==> src/rtl/video_pkg.sv <==
// Shared definitions for the pixel-domain pattern generator: timing-bundle bit
// positions, pattern modes and colour constants.
package video_pkg;

  localparam int HVE_HSYNC = 0;
  localparam int HVE_VSYNC = 1;
  localparam int HVE_DE    = 2;

  typedef enum logic [1:0] {
    PAT_XOR     = 2'd0,
    PAT_BARS    = 2'd1,
    PAT_CHECKER = 2'd2,
    PAT_SCROLL  = 2'd3
  } pat_mode_e;

  localparam logic [23:0] RGB_WHITE = 24'hFF_FF_FF;
  localparam logic [23:0] RGB_BLACK = 24'h00_00_00;

  // Index 0 sits in the least significant slot: white on the left of the screen.
  localparam logic [7:0][23:0] COLOR_BARS = {
    24'h00_00_00,  // 7 black
    24'h00_00_FF,  // 6 blue
    24'hFF_00_00,  // 5 red
    24'hFF_00_FF,  // 4 magenta
    24'h00_FF_00,  // 3 green
    24'h00_FF_FF,  // 2 cyan
    24'hFF_FF_00,  // 1 yellow
    24'hFF_FF_FF   // 0 white
  };

endpackage

==> src/rtl/video_pattern_color.sv <==
// Combinational colour selection for one pixel: blanking, then border, then the
// active test pattern.
module video_pattern_color
  import video_pkg::*;
#(
  parameter int BAR_SHIFT = 7
) (
  input  pat_mode_e   mode,
  input  logic [12:0] x,
  input  logic [12:0] y,
  input  logic [7:0]  frame,
  input  logic        de,
  input  logic        border,
  output logic [23:0] rgb
);

  logic [2:0] bar_idx;
  logic [7:0] scroll_r;
  logic [7:0] scroll_g;
  logic       unused_bits;

  assign bar_idx  = x[BAR_SHIFT+2:BAR_SHIFT];
  assign scroll_r = x[7:0] + frame;
  assign scroll_g = y[7:0] + frame;

  // Upper coordinate bits only matter to the border compare in the top.
  assign unused_bits = ^{x, y};

  always_comb begin
    // NOTE: default first so every path assigns rgb and no latch is inferred.
    rgb = RGB_BLACK;
    if (de) begin
      if (border) begin
        rgb = RGB_WHITE;
      end else begin
        case (mode)
          PAT_XOR:     rgb = {x[7:0], y[7:0], x[7:0] ^ y[7:0]};
          PAT_BARS:    rgb = COLOR_BARS[bar_idx];
          PAT_CHECKER: rgb = (x[4] ^ y[4]) ? RGB_WHITE : RGB_BLACK;
          PAT_SCROLL:  rgb = {scroll_r, scroll_g, frame};
          default:     rgb = RGB_BLACK;
        endcase
      end
    end
  end

endmodule

==> src/rtl/video_pattern_gen.sv <==
// Test-pattern source between the timing generator and the TMDS stage: two-stage
// pipeline with frame-synchronous mode switching and an 8-bit frame counter.
module video_pattern_gen
  import video_pkg::*;
#(
  parameter int H_RESOLUTION    = 1024,
  parameter int V_RESOLUTION    = 768,
  parameter bit V_SYNC_POLARITY = 1'b0,
  parameter bit H_SYNC_POLARITY = 1'b0,
  parameter int BAR_SHIFT       = 7,
  parameter bit BORDER_EN       = 1'b1
) (
  input  logic        i_pixel_clk,
  input  logic        i_resetn,
  input  logic [2:0]  i_hve,
  input  logic [12:0] i_x,
  input  logic [12:0] i_y,
  input  logic [1:0]  i_mode,
  output logic [2:0]  o_hve,
  output logic [23:0] o_rgb,
  output logic [7:0]  o_frame
);

  localparam logic [2:0]  HVE_IDLE = {1'b0, ~V_SYNC_POLARITY, ~H_SYNC_POLARITY};
  localparam logic [12:0] X_LAST   = 13'(H_RESOLUTION - 1);
  localparam logic [12:0] Y_LAST   = 13'(V_RESOLUTION - 1);

  logic [2:0]  hve_s1;
  logic [12:0] x_s1;
  logic [12:0] y_s1;
  logic        frame_start_s1;
  logic        vsync_prev;
  pat_mode_e   pending_mode;
  pat_mode_e   active_mode;
  logic [7:0]  frame_cnt;
  logic        vsync_active;
  logic        border_hit;
  logic [23:0] rgb_next;

  assign vsync_active = (i_hve[HVE_VSYNC] == V_SYNC_POLARITY);

  // Stage 1: timing capture, frame-start edge detect and mode request sampling.
  always_ff @(posedge i_pixel_clk or negedge i_resetn) begin
    // NOTE: non-blocking assignments so every register samples pre-edge values.
    if (!i_resetn) begin
      hve_s1         <= HVE_IDLE;
      x_s1           <= '0;
      y_s1           <= '0;
      frame_start_s1 <= 1'b0;
      vsync_prev     <= ~V_SYNC_POLARITY;
      pending_mode   <= PAT_XOR;
    end else begin
      hve_s1         <= i_hve;
      x_s1           <= i_x;
      y_s1           <= i_y;
      frame_start_s1 <= vsync_active && (vsync_prev != V_SYNC_POLARITY);
      vsync_prev     <= i_hve[HVE_VSYNC];
      pending_mode   <= pat_mode_e'(i_mode);
    end
  end

  // Mode and frame count only move at a frame start, so a frame is never split.
  always_ff @(posedge i_pixel_clk or negedge i_resetn) begin
    if (!i_resetn) begin
      active_mode <= PAT_XOR;
      frame_cnt   <= '0;
    end else if (frame_start_s1) begin
      active_mode <= pending_mode;
      frame_cnt   <= frame_cnt + 8'd1;
    end
  end

  assign border_hit = BORDER_EN &&
                      (x_s1 == '0 || x_s1 == X_LAST || y_s1 == '0 || y_s1 == Y_LAST);

  video_pattern_color #(
    .BAR_SHIFT(BAR_SHIFT)
  ) u_color (
    .mode  (active_mode),
    .x     (x_s1),
    .y     (y_s1),
    .frame (frame_cnt),
    .de    (hve_s1[HVE_DE]),
    .border(border_hit),
    .rgb   (rgb_next)
  );

  // Stage 2: colour and its delay-matched timing leave together.
  always_ff @(posedge i_pixel_clk or negedge i_resetn) begin
    if (!i_resetn) begin
      o_hve <= HVE_IDLE;
      o_rgb <= RGB_BLACK;
    end else begin
      o_hve <= hve_s1;
      o_rgb <= rgb_next;
    end
  end

  assign o_frame = frame_cnt;

endmodule

==> config.mk <==
export PLATFORM = sky130hd
export DESIGN_NAME = video_pattern_gen
export DESIGN_NICKNAME = d
export VERILOG_FILES = /design/src/rtl/video_pkg.sv /design/src/rtl/video_pattern_color.sv /design/src/rtl/video_pattern_gen.sv
export SDC_FILE = /design/constraint.sdc
export NUM_CORES = 1
export LEC_CHECK = 0
export BUFFER_PORTS_ARGS = -buffer_cell sky130_fd_sc_hd__clkbuf_2
export CAP_MARGIN = 20
export CORE_MARGIN = 2
export CORE_UTILIZATION = 32
export CTS_CLUSTER_DIAMETER = 150
export CTS_CLUSTER_SIZE = 28
export DETAILED_ROUTE_END_ITERATION = 10
export PLACE_DENSITY = 0.59
export RECOVER_POWER = 25
export REMOVE_ABC_BUFFERS = 1
export SLEW_MARGIN = 30
export SYNTH_ARGS = -nofsm -noshare
export SYNTH_HDL_FRONTEND = slang
export SYNTH_SLANG_ARGS = --single-unit
export TNS_END_PERCENT = 1
==> constraint.sdc <==
create_clock -name i_pixel_clk -period 3 [get_ports i_pixel_clk]
set_clock_uncertainty 0.15 [all_clocks]
set_input_delay 0.15 -clock i_pixel_clk [delete_from_list [all_inputs] [get_ports i_pixel_clk]]
set_output_delay 0.15 -clock i_pixel_clk [all_outputs]
set_load 0.01 [all_outputs]
== Yosys cells after proc, flatten, opt, wreduce, memory -nomap -nowiden ==
Memory sizes are Yosys's and may differ from the RTL's.
Index checks and enable logic that the tools add are counted.

* Memories: 1
* Register bits: 70
* Memory bits (read-only): 192
* Output and inout bits: 35
* Logic and storage cells: 35

{| class="wikitable"
|+ Memories
! memory !! words !! width !! rd ports !! clocked after Yosys merged registers in !! wr ports !! line !! text
|-
| (name not given) || 8 || 24 || 1 || 0 || 0 || video_pattern_color.sv:38 || <nowiki>PAT_BARS: rgb = COLOR_BARS[bar_idx];</nowiki>
|}

* Reductions and logical operators: 7
* Mux-type cells: 5
* Bitwise logic cells: 3
* Eq/ne operators: 5
* Order comparisons: 1
* $add $sub $neg: 3

{| class="wikitable"
|+ Operator list
! cell !! count
|-
| $mux 24 || 4
|-
| $pmux 24 s4 || 1
|-
| $eq 13x10->1 const B || 2
|-
| $logic_not 13->1 || 2
|-
| $add 8x8->8 || 2
|-
| $add 8x1->8 const B || 1
|-
| $xor 8x8->8 || 1
|-
| $eq 2x2->1 const B || 2
|-
| $lt 3x4->1 const B || 1
|-
| $logic_or 1x1->1 || 3
|-
| $eq 2x1->1 const B || 1
|-
| $logic_not 2->1 || 1
|-
| $logic_and 1x1->1 || 1
|-
| $not 1->1 || 1
|-
| $xor 1x1->1 || 1
|}

== Longest topological paths before layout ==
Gate-level depths: netlist (run 1).

* Depth after elaboration: 6
* Mapped depth: 7
* Mapped depth without buffers: 7

== Cells and area by module ==
A second synthesis (run 1) with hierarchy kept.

* Cells, all modules: 271
* Area, all modules: 3,231.8 um2

{| class="wikitable"
|+ Modules (own cells, without submodules)
! module !! seq. area each (um2) !! instances !! area each (um2) !! cells each
|-
| video_pattern_gen || 1,731.7 || 1 || 2,011.9 || 109
|-
| video_pattern_color || 0.0 || 1 || 1,219.9 || 162
|}

== Least setup slack after synthesis (run 1) ==
No wires, ideal clock.

* Kind: reg-to-reg
* Start point: register frame_cnt[0], in the netlist o_frame[0]
* End point: register o_rgb[22]
* Stages on the path, launching flop included: 8
* Slack: 0.723 ns
* Arrival: 1.981 ns
* Cell sequence: dfrtp_1 -> ha_1 -> fa_1 -> a211o_1 -> a211o_1 -> a21o_1 -> nand3_1 -> a41oi_2

* Word-level cells in the longest chain between the ends: 4

{| class="wikitable"
|+ Ends and longest elaborated chain
! what !! line !! text
|-
| start: declaration || video_pattern_gen.sv:35 || <nowiki>logic [7:0] frame_cnt;</nowiki>
|-
| start signal: assignment || video_pattern_gen.sv:69 || <nowiki>frame_cnt <= frame_cnt + 8'd1;</nowiki>
|-
| $add 8x8->8 || video_pattern_color.sv:23 || <nowiki>assign scroll_r = x[7:0] + frame;</nowiki>
|-
| $pmux 24 s4 || video_pattern_color.sv:36 || <nowiki>case (mode)</nowiki>
|-
| $mux 24 || video_pattern_color.sv:33 || <nowiki>if (border) begin</nowiki>
|-
| $mux 24 || video_pattern_color.sv:32 || <nowiki>if (de) begin</nowiki>
|-
| net rgb_next[22] || video_pattern_gen.sv:38 || <nowiki>logic [23:0] rgb_next;</nowiki>
|-
| end signal: assignment || video_pattern_gen.sv:95 || <nowiki>o_rgb <= rgb_next;</nowiki>
|-
| end: declaration || video_pattern_gen.sv:20 || <nowiki>output logic [23:0] o_rgb,</nowiki>
|}

The timed path passes the listed nets, and every way through them passes these cells.
A chain may end at the register's enable or synchronous reset.

== Worst setup path after layout (run 1) ==
Ends and elaborated chain as after synthesis.

==> results of run 1 <==
==> sequential cells by signal (all words and copies together), names as in the netlist <==
register,count
y_s1,13
o_rgb,24
x_s1,13
frame_start_s1,1
o_hve,3
active_mode,2
o_frame,8
pending_mode,2
hve_s1,3
==> area by class of cell <==
class                           count  area [um2]  area share [%]
Clock inverter                      7        73.8            1.68
Multi-Input combinational cell    198        1560            35.6
Inverter                            4        15.0           0.343
Sequential cell                    69        1730            39.5
Tap cell                          136         170            3.88
Clock buffer                        9         124            2.83
Timing Repair Buffer              105         709            16.2
==> cell families (layout without fill, tap and decap cells) <==
logic type | count (synthesis) | in the layout | share of synthesized area, %
flip-flops | 69 | 69 | 51.0
AND/OR/NAND/NOR | 68 | 68 | 10.8
adder cells (fa/ha/maj) | 17 | 17 | 6.71
multiplexers | 5 | 5 | 1.66
AO/OA/AOI/OAI | 86 | 86 | 21.0
buffers and inverters | 21 | 125 | 3.10
XOR/XNOR | 22 | 22 | 5.68
==> path summary, 6_finish.rpt <==
kind | from | to | depth (start not counted)
max in group asynchronous | i_resetn | o_rgb[5] | 2
max | o_frame[0] | o_rgb[22] | 7
min reg2reg | hve_s1[0] | o_hve[0] | 0
min | hve_s1[0] | o_hve[0] | 0
min in group asynchronous | i_resetn | x_s1[12] | 2
max reg2reg | o_frame[0] | o_rgb[22] | 7
==> routing by layer <==
layer	share of wire, %	track usage [%]	routed length (um)	up-vias
li1	-	-	-	1274
met1	47	21.8	4000	1291
met2	45	24.2	3880	87
met3	5.6	4.07	482	14
met4	2.2	6.22	184	0
met5	0	0	0	-
==> metrics by stage <==
stage	cell area [um2]	utilization (%)
2_1_floorplan	3300	-
3_3_place_gp	3870	37.5
3_5_place_dp	3870	37.5
4_1_cts	4390	42.5
5_1_grt	4380	42.4
6_report	4380	42.4
==> where the power goes <==
| part | internal (mW) | total, mW | leakage [nW] | switching (mW) |
|---|---|---|---|---|
| combinational | 0.479 | 1.02 | 1.01 | 0.542 |
| clock | 0.388 | 0.756 | 0.100 | 0.369 |
| sequential | 1.05 | 1.21 | 0.842 | 0.164 |
| total | 1.92 | 2.99 | 1.95 | 1.07 |
==> Yosys cell counts (8+ instances only) <==
cell type	number
dfrtp_1	65
xor2_1	16
ha_1	15
nand2_1	13
nor2_1	13
a41oi_2	11
o21ai_0	11
clkbuf_1	10
o21ai_1	10
and2_1	8
==> results.toml, run 1 <==
[run_status]
status = "complete, but fails checks"
violations = "max-capacitance violations, max-slew violations"

[critical_path]
path_cells = "ha_1 -> fa_1 -> a211o_1 -> a211o_1 -> a21o_1 -> nand3_1 -> a41oi_2"
slowest_delay_ns = 0.48
critPathMostFrequentCell = "a211o_1"
slowest_stage = "dfrtp_1"
cpLargestDelayFamily = "compound AO/OA/AOI/OAI gates"
critPathCaptureType = "flip-flop"
r2r_setup_slack_ns = 0.58
crit_required_ns = 3.05
crit_arrival_ns = 2.46
cp_num_buf_inv = 0
critPathLaunchType = "flip-flop"
crit_path_max_fanout = 7
crit_type = "flip-flop to flip-flop"

[timing]
postLayoutSetupSlackWorst_ns = 0.581
rsz0062_at_grt = "false"
drv_slew = 32
worstMarginPinSlew_ns = 1.71
setup_tns_ns = 0
timing.hold.ws_ns = 0.211
hold_viol_final = 0
fmax_ghz = 0.413
min_period_over_period_pct = 80.6
setup_viol = 0
relSlewSlack_pct = -14.0
period_minus_slack_ns = 2.42

[placed_design]
io_buffers = 67
post-place-ws_ns = 0.595
gp_congestion = 0.917
dp.cells = 480
place_hpwl_um = 5980

[routing]
antenna_left = 0
drtIter0Drc = 169
first_pass_iters = 4
route.vias.total = 2666
wl_um = 8550
avgRoutedWirePerCell_um = 16.2
drc_errors = 0
vias_per_cell = 5.05

[floorplanning]
core.rowCount = 37
io_pins = 68
fp.dieH_um = 107
die_area_mm2 = 0.0114
start_util_pct = 32.9
die_width_um = 107
design.core.area_mm2 = 0.0103

[grt]
grt_util_all_layers_pct = 15.9
grt_pass1_vias = 2742
antenna_found_initial = 0
grt_pass1_wl_um = 13900
grt_max_degree = 39
grt_overflow = 0

[cts]
h-tree-depth = 3
post_cts_resized = 0
clk_pin_slew_ns = 0.08
cts_sinks = 69
cts_hold_buf = 32
max-clock-path-buffers = 2
clk_latency_ns = 0.35
cts_setup_buffers = 0
cts_inserted_buffers = 9
cts_tree = "yes"
clockRootBuffer = "clkbuf_8"

[logic_synthesis]
synth_ff_type = "dfrtp_1"
syn_area_mm2 = 0.00339
synth_seq_area_share_pct = 51.0
yosysTopAreaCell = "dfrtp_1"
syn-mean-instance-area_um2 = 11.8
async_flop_share_pct = 100
ys_ff_latch = 69
synth-edff-count = 0
synth_top_area_share_pct = 47.9
syn_inst = 288
synth.distinct_cells = 50
yosys_warnings = 0
netlist_top_cells_area = "dfrtp_1 (48%), ha_1 (5.5%), a41oi_2 (5.3%)"

[power_and_ir_drop]
p_per_area_mw_per_mm2 = 683
total_power_mw = 2.99
vdd_drop_max_mv = 0.324
leakage_nw = 1.95

[flow_run]
maxCapViolations = 1

[final_layout]
fin_nets = 437
layout.cells.non_filler = 528
final_common_cell = "dfrtp_1"
nFillCells = 1004
drive_gt1_share_pct = 28.6
diodes = 0
area_delta_synth_final_pct = 29.1
mostFrequentLayoutCells = "dfrtp_1 (65), clkbuf_2 (64), dlygate4sd3_1 (32)"

[hold_path]
hp-class = "flip-flop to flip-flop"
(Power assumes the default switching activity.)
==> inputs of run 2 (changes only) <==
- clock period: 3 -> 2.45 ns (I/O delays scaled with it)
==> results.toml, run 2 (synthesis gave the netlist of run 1 again) <==
[critical_path]
critPathCaptureType = "flip-flop"
crit_type = "flip-flop to flip-flop"
slowest_stage = "dfrtp_1"
crit_required_ns = 2.51
crit_arrival_ns = 2.38
critPathMostFrequentCell = "a211o_1"
r2r_setup_slack_ns = 0.13
crit_path_max_fanout = 5
path_cells = "ha_1 -> fa_1 -> a211o_1 -> a211o_1 -> a21o_1 -> nand3_1 -> a41oi_2"
critPathLaunchType = "flip-flop"
slowest_delay_ns = 0.44

[routing]
dr.max_layer_used = "met4"
detailroute.wirelength.met3_um = 580
drtIter0Drc = 230
first_pass_iters = 4
antenna_left = 0
route.vias.total = 2695
wl_um = 8520
route.layer.met1.wl_um = 3840
wl_met2_um = 3920
drc_errors = 0
avgRoutedWirePerCell_um = 16.0
vias_per_cell = 5.05

[final_layout]
top_register = "o_rgb"
diodes = 0
drive_gt1_share_pct = 28.4
postLayoutCoreUtil_pct = 43.0
area_delta_synth_final_pct = 30.9
fin_nets = 443
stdcell_area_mm2 = 0.00444
mostFrequentLayoutCells = "dfrtp_1 (65), clkbuf_2 (58), dlygate4sd3_1 (32)"
largest_register_ffs = 24
reg_top3 = "o_rgb: 24 flops, x_s1: 13 flops, y_s1: 13 flops"
final_common_cell = "dfrtp_1"

[timing]
drv_slew = 0
setup_tns_ns = 0
period_minus_slack_ns = 2.32
worstMarginPinSlew_ns = 0.794
setup_viol = 0
relSlewSlack_pct = 47.0
fmax_ghz = 0.431
min_period_over_period_pct = 94.7
rsz0062_at_grt = "false"
hold_viol_final = 0

[cts]
clk_pin_slew_ns = 0.08
clk_latency_ns = 0.35
cts_tree = "yes"
clockRootBuffer = "clkbuf_8"
max-clock-path-buffers = 2
cts_sinks = 69
cts_inserted_buffers = 9
cts_hold_buf = 32
h-tree-depth = 3
post_cts_resized = 0
cts_setup_buffers = 0

[grt]
grt_pass1_wl_um = 14300
grt_pass1_vias = 2762
grt_max_degree = 37
grt_util_all_layers_pct = 16.3
antenna_found_initial = 0
grt_overflow = 0

[run_status]
status = "complete, no violations"

[power_and_ir_drop]
p_per_area_mw_per_mm2 = 851
vdd_drop_max_mv = 0.453
leakage_nw = 1.98

[floorplanning]
die_width_um = 107
design.core.area_mm2 = 0.0103
start_util_pct = 32.9
core.rowCount = 37
io_pins = 68
die_area_mm2 = 0.0114
fp.dieH_um = 107

[flow_run]
maxCapViolations = 0

[placed_design]
place_hpwl_um = 6150
io_buffers = 67
place_area_mm2 = 0.00391
gp_congestion = 0.916

[hold_path]
hp-class = "flip-flop to flip-flop"
run 2: area by class of cell:
type,count,area [um2]
Timing Repair Buffer,111,744
Multi-Input combinational cell,198,1560
Tap cell,136,170
Clock inverter,7,98.8
Inverter,4,15.0
Clock buffer,9,124
Fill cell,1002,5880
Sequential cell,69,1730
run 2: path summary, 6_finish.rpt:
check | from | endpoint | depth (start not counted)
worst max-delay path | x_s1[0] | o_rgb[22] | 7
worst min-delay path | hve_s1[0] | o_hve[0] | 0
worst max register to register | x_s1[0] | o_rgb[22] | 7
worst min register to register | hve_s1[0] | o_hve[0] | 0
max in group asynchronous | i_resetn | hve_s1[0] | 3
min in group asynchronous | i_resetn | y_s1[10] | 2
run 2: worst max-delay path: cells and delay by family, from the launching register on:
kind                       cells  cell delay, ns
AOI/OAI and AO/OA              4            0.84
and+or+nand+nor                1            0.09
DFF                            1            0.44
adders and majority gates      2            0.67
run 2: per-layer routing:
| metal | vias to the layer above | track usage [%] |
|---|---|---|
| li1 | 1279 | - |
| met1 | 1305 | 21.9 |
| met2 | 96 | 25.3 |
| met3 | 15 | 4.56 |
| met4 | 0 | 5.38 |
| met5 | - | 0 |
run 2: power breakdown:
| part | total (mW) | internal [mW] | switching [mW] | leakage (nW) |
|---|---|---|---|---|
| logic | 1.30 | 0.597 | 0.698 | 1.02 |
| registers | 1.45 | 1.29 | 0.162 | 0.843 |
| clock network | 1.04 | 0.578 | 0.458 | 0.110 |
| total | 3.78 | 2.46 | 1.32 | 1.98 |
run 2: through the flow:
stage	hold WS, ns	setup slack (ns)	total power [mW]	std cells
2_1_floorplan	-0.323	0.147	2.28	271
3_3_place_gp	0.0619	0.191	2.71	486
3_5_place_dp	0.0649	0.150	2.74	486
4_1_cts	0.213	0.139	3.83	534
5_1_grt	0.216	0.0207	4.04	534
6_report	0.208	0.129	3.78	534
